$ cat src/rtl/ixc_gfifo_arb_if.sv
// Handshake, data and credit bundle between the GFIFO requesters/host side
// and the round-robin output arbiter.
interface ixc_gfifo_arb_if #(
    parameter int NREQ = 4,
    parameter int DW   = 64,
    parameter int CW   = 9
);
    localparam int SW = (NREQ > 1) ? $clog2(NREQ) : 1;

    logic [NREQ-1:0]    req_valid;
    logic [NREQ*DW-1:0] req_data;
    logic [NREQ-1:0]    req_last;
    logic [NREQ-1:0]    req_ready;
    logic               out_valid;
    logic [DW-1:0]      out_data;
    logic [SW-1:0]      out_src;
    logic               out_last;
    logic               out_ready;
    logic               credit_ret;
    logic [CW-1:0]      credit_num;
    logic [CW-1:0]      credit_cnt;
    logic [63:0]        wr_cnt;
    logic               credit_err;

    modport slave (
        input  req_valid, req_data, req_last, out_ready, credit_ret, credit_num,
        output req_ready, out_valid, out_data, out_src, out_last,
               credit_cnt, wr_cnt, credit_err
    );

    modport master (
        output req_valid, req_data, req_last, out_ready, credit_ret, credit_num,
        input  req_ready, out_valid, out_data, out_src, out_last,
               credit_cnt, wr_cnt, credit_err
    );
endinterface

$ cat src/rtl/ixc_gfifo_arb.sv
// Round-robin message arbiter for the shared GFIFO output channel, with
// host credit metering and a free-running 64-bit transferred-word count.
module ixc_gfifo_arb #(
    parameter int NREQ    = 4,
    parameter int DW      = 64,
    parameter int CREDITS = 256,
    parameter int CW      = 9
) (
    input  logic            clk,
    input  logic            rst,
    ixc_gfifo_arb_if.slave  bus
);
    localparam int SW = (NREQ > 1) ? $clog2(NREQ) : 1;

    typedef enum logic {IDLE, BUSY} state_t;

    state_t          state_q, state_d;
    logic [SW-1:0]   grant_q, grant_d;
    logic [SW-1:0]   rr_ptr_q, rr_ptr_d;
    logic [SW-1:0]   pick;
    logic            pick_vld;

    logic            out_valid_q, out_valid_d;
    logic [DW-1:0]   out_data_q, out_data_d;
    logic [SW-1:0]   out_src_q, out_src_d;
    logic            out_last_q, out_last_d;

    logic [CW-1:0]   credit_q, credit_d;
    logic [63:0]     wr_cnt_q, wr_cnt_d;
    logic            err_q, err_d;

    logic            load_ok;
    logic            accept;
    logic [NREQ-1:0] ready;
    logic [DW-1:0]   grant_data;
    logic            grant_last;
    logic [CW:0]     credit_sum;

    // First valid requester at or after rr_ptr; the downward scan lets the
    // smallest offset win.
    always_comb begin
        pick     = '0;
        pick_vld = 1'b0;
        for (int k = NREQ - 1; k >= 0; k--) begin
            int unsigned idx;
            idx = int'(rr_ptr_q) + k;
            if (idx >= NREQ) begin
                idx = idx - NREQ;
            end
            if (bus.req_valid[idx]) begin
                pick     = SW'(idx);
                pick_vld = 1'b1;
            end
        end
    end

    assign grant_data = bus.req_data[int'(grant_q)*DW +: DW];
    assign grant_last = bus.req_last[grant_q];
    assign load_ok    = (!out_valid_q || bus.out_ready) && (credit_q != '0);

    always_comb begin
        ready = '0;
        if (state_q == BUSY && bus.req_valid[grant_q] && load_ok) begin
            ready[grant_q] = 1'b1;
        end
    end

    assign accept = |ready;

    always_comb begin
        state_d  = state_q;
        grant_d  = grant_q;
        rr_ptr_d = rr_ptr_q;
        case (state_q)
            IDLE: begin
                if (pick_vld) begin
                    grant_d = pick;
                    state_d = BUSY;
                end
            end
            BUSY: begin
                if (accept && grant_last) begin
                    state_d  = IDLE;
                    rr_ptr_d = (grant_q == SW'(NREQ - 1)) ? '0 : grant_q + 1'b1;
                end
            end
            default: state_d = IDLE;
        endcase
    end

    // Output register: a fresh load wins over draining the current word.
    always_comb begin
        out_valid_d = out_valid_q;
        out_data_d  = out_data_q;
        out_src_d   = out_src_q;
        out_last_d  = out_last_q;
        if (accept) begin
            out_valid_d = 1'b1;
            out_data_d  = grant_data;
            out_src_d   = grant_q;
            out_last_d  = grant_last;
        end else if (bus.out_ready) begin
            out_valid_d = 1'b0;
        end
    end

    // Consume and return fold into one net update; one extra bit keeps the
    // overflow visible before saturation.
    always_comb begin
        credit_sum = {1'b0, credit_q} - {{CW{1'b0}}, accept}
                   + (bus.credit_ret ? {1'b0, bus.credit_num} : '0);
        credit_d   = credit_q;
        err_d      = err_q;
        if (credit_sum > (CW+1)'(CREDITS)) begin
            credit_d = CW'(CREDITS);
            err_d    = 1'b1;
        end else begin
            credit_d = credit_sum[CW-1:0];
        end
        wr_cnt_d = wr_cnt_q + {63'd0, out_valid_q & bus.out_ready};
    end

    always_ff @(posedge clk) begin
        if (rst) begin
            state_q     <= IDLE;
            grant_q     <= '0;
            rr_ptr_q    <= '0;
            out_valid_q <= 1'b0;
            out_data_q  <= '0;
            out_src_q   <= '0;
            out_last_q  <= 1'b0;
            credit_q    <= CW'(CREDITS);
            wr_cnt_q    <= '0;
            err_q       <= 1'b0;
        end else begin
            state_q     <= state_d;
            grant_q     <= grant_d;
            rr_ptr_q    <= rr_ptr_d;
            out_valid_q <= out_valid_d;
            out_data_q  <= out_data_d;
            out_src_q   <= out_src_d;
            out_last_q  <= out_last_d;
            credit_q    <= credit_d;
            wr_cnt_q    <= wr_cnt_d;
            err_q       <= err_d;
        end
    end

    assign bus.req_ready  = ready;
    assign bus.out_valid  = out_valid_q;
    assign bus.out_data   = out_data_q;
    assign bus.out_src    = out_src_q;
    assign bus.out_last   = out_last_q;
    assign bus.credit_cnt = credit_q;
    assign bus.wr_cnt     = wr_cnt_q;
    assign bus.credit_err = err_q;

endmodule

$ cat src/flat_wrapper.sv
// flat-port wrapper written by rule: the top's interface ports become plain ports
module ixc_gfifo_arb_flat 
#(
    parameter int NREQ    = 4,
    parameter int DW      = 64,
    parameter int CREDITS = 256,
    parameter int CW      = 9
)
  (clk, rst, bus_req_valid, bus_req_data, bus_req_last, bus_out_ready, bus_credit_ret, bus_credit_num, bus_req_ready, bus_out_valid, bus_out_data, bus_out_src, bus_out_last, bus_credit_cnt, bus_wr_cnt, bus_credit_err);
  ixc_gfifo_arb_if #(.NREQ(NREQ), .DW(DW), .CW(CW)) bus_i ();
  input  logic clk;
  input  logic rst;
  input wire logic [$bits(bus_i.req_valid)-1:0] bus_req_valid;
  input wire logic [$bits(bus_i.req_data)-1:0] bus_req_data;
  input wire logic [$bits(bus_i.req_last)-1:0] bus_req_last;
  input wire logic [$bits(bus_i.out_ready)-1:0] bus_out_ready;
  input wire logic [$bits(bus_i.credit_ret)-1:0] bus_credit_ret;
  input wire logic [$bits(bus_i.credit_num)-1:0] bus_credit_num;
  output wire logic [$bits(bus_i.req_ready)-1:0] bus_req_ready;
  output wire logic [$bits(bus_i.out_valid)-1:0] bus_out_valid;
  output wire logic [$bits(bus_i.out_data)-1:0] bus_out_data;
  output wire logic [$bits(bus_i.out_src)-1:0] bus_out_src;
  output wire logic [$bits(bus_i.out_last)-1:0] bus_out_last;
  output wire logic [$bits(bus_i.credit_cnt)-1:0] bus_credit_cnt;
  output wire logic [$bits(bus_i.wr_cnt)-1:0] bus_wr_cnt;
  output wire logic [$bits(bus_i.credit_err)-1:0] bus_credit_err;
  assign bus_i.req_valid = bus_req_valid;
  assign bus_i.req_data = bus_req_data;
  assign bus_i.req_last = bus_req_last;
  assign bus_i.out_ready = bus_out_ready;
  assign bus_i.credit_ret = bus_credit_ret;
  assign bus_i.credit_num = bus_credit_num;
  assign bus_req_ready = bus_i.req_ready;
  assign bus_out_valid = bus_i.out_valid;
  assign bus_out_data = bus_i.out_data;
  assign bus_out_src = bus_i.out_src;
  assign bus_out_last = bus_i.out_last;
  assign bus_credit_cnt = bus_i.credit_cnt;
  assign bus_wr_cnt = bus_i.wr_cnt;
  assign bus_credit_err = bus_i.credit_err;
  ixc_gfifo_arb #(.NREQ(NREQ), .DW(DW), .CREDITS(CREDITS), .CW(CW)) u_core (.clk(clk), .rst(rst), .bus(bus_i));
endmodule
$ cat config.mk
export PLATFORM = sky130hd
export DESIGN_NAME = ixc_gfifo_arb_flat
export DESIGN_NICKNAME = d
export VERILOG_FILES = /design/src/rtl/ixc_gfifo_arb_if.sv /design/src/rtl/ixc_gfifo_arb.sv /design/src/flat_wrapper.sv
export SDC_FILE = /design/constraint.sdc
export NUM_CORES = 1
export LEC_CHECK = 0
export CAP_MARGIN = 20
export CORE_AREA = 2 2 166 168
export CTS_CLUSTER_SIZE = 28
export DETAILED_ROUTE_END_ITERATION = 8
export DIE_AREA = 0 0 168 170
export GPL_ROUTABILITY_DRIVEN = 0
export PLACE_DENSITY = 0.72
export SYNTH_ARGS = -nofsm -noshare
export SYNTH_HDL_FRONTEND = slang
export SYNTH_SLANG_ARGS = --single-unit
$ cat constraint.sdc
create_clock -name clk -period 14.2 [get_ports clk]
set_input_delay 2.84 -clock clk [delete_from_list [all_inputs] [get_ports clk]]
set_output_delay 2.84 -clock clk [all_outputs]
set_load 0.02 [all_outputs]
==> results of run 1 <==
-- path summary, 6_finish.rpt --
check                     startpoint                        to  slack [ns]  cells past startpoint
min reg2reg  u_core.bus.out_data[13]   u_core.bus.out_data[13]        0.45                      2
min          u_core.bus.out_data[13]   u_core.bus.out_data[13]        0.45                      2
max reg2reg        u_core.grant_q[0]  u_core.bus.credit_cnt[2]        8.26                     16
max                 bus_req_valid[1]          bus_req_ready[0]        6.60                      4
-- logic make-up after synthesis --
kind of cell    after synthesis  synth area share (%)
simple gates                358                 21.70
xor+xnor                     27                 2.846
flops                       147                 35.42
fa+ha+maj                    25                 3.855
compound gates              192                 13.42
buf+inv                      94                 4.744
mux                          67                 18.01
-- synth_stat cells, types with 2 or more instances --
master    count  area share [%]
a221oi_1      6            0.63
ha_1         24             3.6
o211ai_1      3            0.27
nand3_1      25             1.5
o41ai_1       2            0.21
clkbuf_1     35             1.6
o21ai_0      30             1.8
xor2_1       17             1.8
o31ai_1      14             1.3
a21oi_1     111             6.7
a22oi_1       2            0.18
dfxtp_1     147              35
nor2b_1       7            0.53
nor4_1        4            0.30
nand2b_1      2            0.15
buf_6         3            0.41
nand4_1      25             1.9
or4_1        17             1.5
buf_1         5            0.23
nand4_2       2            0.30
buf_2         7            0.42
nor4_4        2            0.51
and3_1       14             1.1
nor2_1       32             1.4
nand2_1     168             7.6
or3_1        24             1.8
a21o_1        8            0.72
a211oi_1      4            0.36
or3_2         3            0.27
mux4_2       66              18
nor3_1        9            0.54
or2_2         5            0.38
xnor2_1      10             1.1
and4_1        5            0.53
inv_1        42             1.9
and2_1        7            0.53
o311ai_0      2            0.21
-- per-layer routing --
layer	vias to the layer above	track usage, %
met5	-	0
met4	4	6.957
met3	34	6.884
met2	350	36.36
met1	4140	23.44
li1	4153	-
-- per-stage QoR --
stage | total power, uW | hold slack (ns) | utilization (%)
2_1_floorplan | 720.5 | 0.4732 | -
3_3_place_gp | 912.5 | 0.4405 | 47.96
3_5_place_dp | 917.5 | 0.4457 | 47.96
4_1_cts | 1388 | 0.4547 | 50.23
5_1_grt | 1444 | 0.4704 | 50.27
6_report | 1374 | 0.4538 | 50.33
-- report_power, final --
group          internal, uW  switching [uW]  total [uW]
Combinational           225             212         437
Sequential              444            25.2         469
Clock                   254             214         468
Total                   923             451        1370
-- flip-flops by register name (all words and copies together) (netlist names) --
register               count
u_core.bus.out_data       64
u_core.bus.wr_cnt         64
u_core.bus.credit_cnt      9
u_core.bus.out_src         2
u_core.grant_q             2
u_core.rr_ptr_q            2
u_core.bus.credit_err      1
u_core.bus.out_last        1
u_core.bus.out_valid       1
u_core.state_q             1
-- worst reg2reg max path, delay by kind of cell (launching register included) --
kind            cells  cell delay [ns]
buf+inv             5             1.74
fa+ha+maj           4             1.22
simple gates        4             1.21
compound gates      3             0.93
flops               1             0.75
-- cell usage in the layout, fill, tap and decap left out, types with 3 or more instances in the layout --
cell | netlist | layout
clkdlybuf4s50_1 | 0 | 421
nand2_1 | 168 | 168
dfxtp_1 | 147 | 145
a21oi_1 | 111 | 111
mux4_2 | 66 | 66
inv_1 | 42 | 42
nor2_1 | 32 | 32
o21ai_0 | 30 | 30
nand4_1 | 25 | 25
or3_1 | 24 | 24
nand3_1 | 25 | 24
ha_1 | 24 | 24
or4_1 | 17 | 17
xor2_1 | 17 | 17
clkbuf_16 | 0 | 17
and3_1 | 14 | 14
o31ai_1 | 14 | 14
diode_2 | 0 | 10
xnor2_1 | 10 | 10
nor3_1 | 9 | 9
a21o_1 | 8 | 8
and2_1 | 7 | 7
nor2b_1 | 7 | 7
a221oi_1 | 6 | 6
inv_8 | 0 | 6
buf_4 | 0 | 6
or2_2 | 5 | 5
and4_1 | 5 | 5
nor4_1 | 4 | 4
a211oi_1 | 4 | 4
inv_6 | 0 | 4
or3_2 | 3 | 3
o211ai_1 | 3 | 3
-- area by class of cell --
class / count / area, sq um / area share [%]
inverter: 43 / 161.4 / 1.203
tap: 341 / 426.7 / 3.181
antenna: 10 / 25.02 / 0.1866
timing repair buffer: 427 / 4259 / 31.75
clock inverter: 15 / 181.4 / 1.353
sequential: 147 / 2950 / 22.00
clock buffer: 17 / 425.4 / 3.172
multi-input combinational: 669 / 4984 / 37.15
==> results.cfg, run 1 <==
[timing]
period_minus_slack_ns = 7.596
slew_headroom_pct = 37.00
fin_setup_tns_ns = 0
setup_viol = 0
finalHoldViolCount = 0
min_period_over_period_pct = 53.49
fmax_mhz = 131.6
tightest_slew_ns = 0.9450
rsz0062_at_grt = no
finClkSkew_ns = 0.01474
final_max_slew_viol_count = 0
worst_slack_ns = 6.604

[route]
drc_errors = 0
maxUsedRoutingLayer = met5
dr_wl_met3_um = 2519
wl_per_cell_um = 18.67
wl_met2_um = 16100
ant_nets = 0
viasPerCell = 5.201
drt-met1-wl_um = 11960
route.vias.total = 8681
wl_um = 31160
dr.pass1.iters = 5
drtIter0Drc = 507

[clock_tree]
cts.path.max_buffers = 2
cts_buffers = 17
cts_hold_buf = 0
clk_latency_ns = 0.43
cts_tree = yes
clockRootBuffer = clkbuf_16
ctsResizeCount = 0
cts_setup_buffers = 0
clock-sinks = 147
h-tree-depth = 4
cts.reportedPaths.clkPinSlew_ns = 0.06

[worst_setup_path]
critPathKind = in2out
arrival_ns = 4.76
cpMostUsedCell = clkdlybuf4s50_1
max_stage_delay_ns = 0.63
endpoint_kind = output port
crit_buf_inv = 2
crit_path_start_kind = input pin
crit_family = buffers and inverters
worst-path-max-fanout = 6
path_cells = clkdlybuf4s50_1, mux4_2, and3_1, clkdlybuf4s50_1
required_ns = 11.36
slowest_stage = mux4_2

[hold_path]
hold_path.class = reg2reg

[power]
peakVddDrop_mv = 0.06661
p_leak_uw = 0.004617
power_density_mw_per_mm2 = 102.5

[placed_design]
numPortBuffers = 422
placed_cell_area_sq_mm = 0.01278
dp.cells = 1627
post-dp-hpwl_um = 24580
place_ws_ns = 6.598

[cells_and_area]
final_area_sq_mm = 0.01341
final_cells = 1669
drive_above_1_share_pct = 9.484
area_growth_pct = 61.45
fillers = 2424
layout.nets = 1607

[floorplan]
dieHeight_um = 170
die_area_sq_mm = 0.02856
start_util_pct = 31.17
rows = 60
ioPinCount = 423
core-area_sq_mm = 0.02665
die_w_um = 168

[yosys]
synth_seq_cells = 147
synth_edf_count = 0
seq_area_frac_synth_pct = 35.42
async_flop_share_pct = 0
synthesis.area_sq_mm = 0.008308
yosys_warnings = 0
syn-num-nets = 1212
yosysUniqueCellTypes = 58
syn_inst = 910
avgSynthCellArea_sq_um = 9.130
yosys_most_used_dff = dfxtp_1

[global_route]
grt_pass1_wl_um = 45330
grt_util_all_layers_pct = 20.62
antenna_found_initial = 13
grt_pass1_vias = 8104
grt_overflow = 0
grt_max_degree = 89

[run_status]
outcome = completed

[run]
maxCapViolations = 0
(Power assumes the default switching activity.)
==> inputs of run 2 (changes only) <==
clock period = 7.4 ns   (was 14.2 ns; I/O delays follow)
==> run 2 against run 1 <==
Net effect:
- critical path depth did not move
- sequential power is 92% higher
- routed wire length increased by 0.55%
- worst hold slack got worse by 0.00055 ns
- critical endpoint unchanged
- sequential cell count stayed put
- clock power increased by 86%
- largest cell class unchanged
- count of clock-buffer cells in the layout did not move
- critical path type unchanged
==> results.cfg, run 2 (synthesized netlist as in run 1, its figures left out) <==
[cells_and_area]
layout.nets = 1607
multi_input_area_sq_mm = 0.004984
fin_util_pct = 50.27
fillers = 2481
final_cells = 1666
area_growth_pct = 61.26
seqCellArea_sq_mm = 0.002950
drive_above_1_share_pct = 9.484
final_common_cell = clkdlybuf4s50_1
final_cell_mix = clkdlybuf4s50_1 (421), nand2_1 (168), dfxtp_1 (145), a21oi_1 (111), mux4_2 (66)

[clock_tree]
clk_latency_ns = 0.43
cts_tree = yes
cts_setup_buffers = 0
ctsResizeCount = 0
cts.reportedPaths.clkPinSlew_ns = 0.06
cts_buffers = 17
h-tree-depth = 4
cts_hold_buf = 0
cts.path.max_buffers = 2
clockRootBuffer = clkbuf_16
clock-sinks = 147

[worst_setup_path]
worst-path-max-fanout = 6
required_ns = 5.92
critPathKind = in2out
arrival_ns = 3.42
endpoint_kind = output port
crit_path_start_kind = input pin

[hold_path]
hold_path.class = reg2reg

[placed_design]
dp.cells = 1627
post-dp-hpwl_um = 24700
numPortBuffers = 422

[route]
viasPerCell = 5.143
drc_errors = 0
wl_per_cell_um = 18.81
route.vias.total = 8568
ant_nets = 0
dr.pass1.iters = 5
drtIter0Drc = 472
wl_um = 31330

[run]
maxCapViolations = 0

[run_status]
outcome = completed

[floorplan]
die_area_sq_mm = 0.02856
die_w_um = 168
rows = 60
start_util_pct = 31.17
core-area_sq_mm = 0.02665
dieHeight_um = 170
ioPinCount = 423

[global_route]
grt_util_all_layers_pct = 20.99
grt_pass1_vias = 8351
antenna_found_initial = 9
grt_pass1_wl_um = 46420
grt_max_degree = 87
grt_overflow = 0

[timing]
finalHoldViolCount = 0
finClkSkew_ns = 0.01475
period_minus_slack_ns = 4.905
min_period_over_period_pct = 66.28
setup_viol = 0
holdWs_ns = 0.4533
rsz0062_at_grt = no
fin_setup_tns_ns = 0
fmax_mhz = 203.9
final_max_slew_viol_count = 0
tightest_slew_ns = 0.9541
slew_headroom_pct = 36.39

[power]
power.total_uw = 2621
power_density_mw_per_mm2 = 195.6
peakVddDrop_mv = 0.1355
p_leak_uw = 0.004614
run 2: worst paths after layout:
path	end	cells past startpoint	slack (ns)	start
max reg2reg	u_core.bus.credit_cnt[1]	14	2.75	u_core.grant_q[0]
min	u_core.bus.out_data[13]	2	0.45	u_core.bus.out_data[13]
max	bus_req_ready[0]	4	2.50	bus_req_valid[1]
min reg2reg	u_core.bus.out_data[13]	2	0.45	u_core.bus.out_data[13]
run 2: metrics by stage:
stage | worst slack [ns] | cell area [sq um]
after floorplan | 2.680 | 8308
after global placement | 2.197 | 12780
after detailed placement | 2.098 | 12780
after CTS | 2.513 | 13380
after global routing | 2.326 | 13390
final | 2.495 | 13400
run 2: routing by layer:
layer	track usage (%)	wire, um	vias to the layer above
met5	0	0	-
met4	7.637	839	0
met3	5.070	1988	33
met2	37.05	15840	313
met1	24.83	12670	4064
li1	-	-	4158
run 2: final cells by class:
| class | count | share of cell area (%) |
|---|---|---|
| Multi-Input combinational cell | 669 | 37.20 |
| Timing Repair Buffer | 427 | 31.79 |
| Sequential cell | 147 | 22.02 |
| Tap cell | 341 | 3.185 |
| Clock buffer | 17 | 3.175 |
| Clock inverter | 15 | 1.298 |
| Inverter | 43 | 1.205 |
| Antenna cell | 7 | 0.1307 |
run 2: where the power goes:
group	leakage, uW	internal (uW)	switching [uW]
combinational	0.00313	433	415
clock	0.000294	457	413
sequential	0.00119	851	50.4
run 2: critical path, cell delays in order:
cell	delay, ns
clkdlybuf4s50_1	0.51
mux4_2	0.64
and3_1	0.26
clkdlybuf4s50_1	0.54
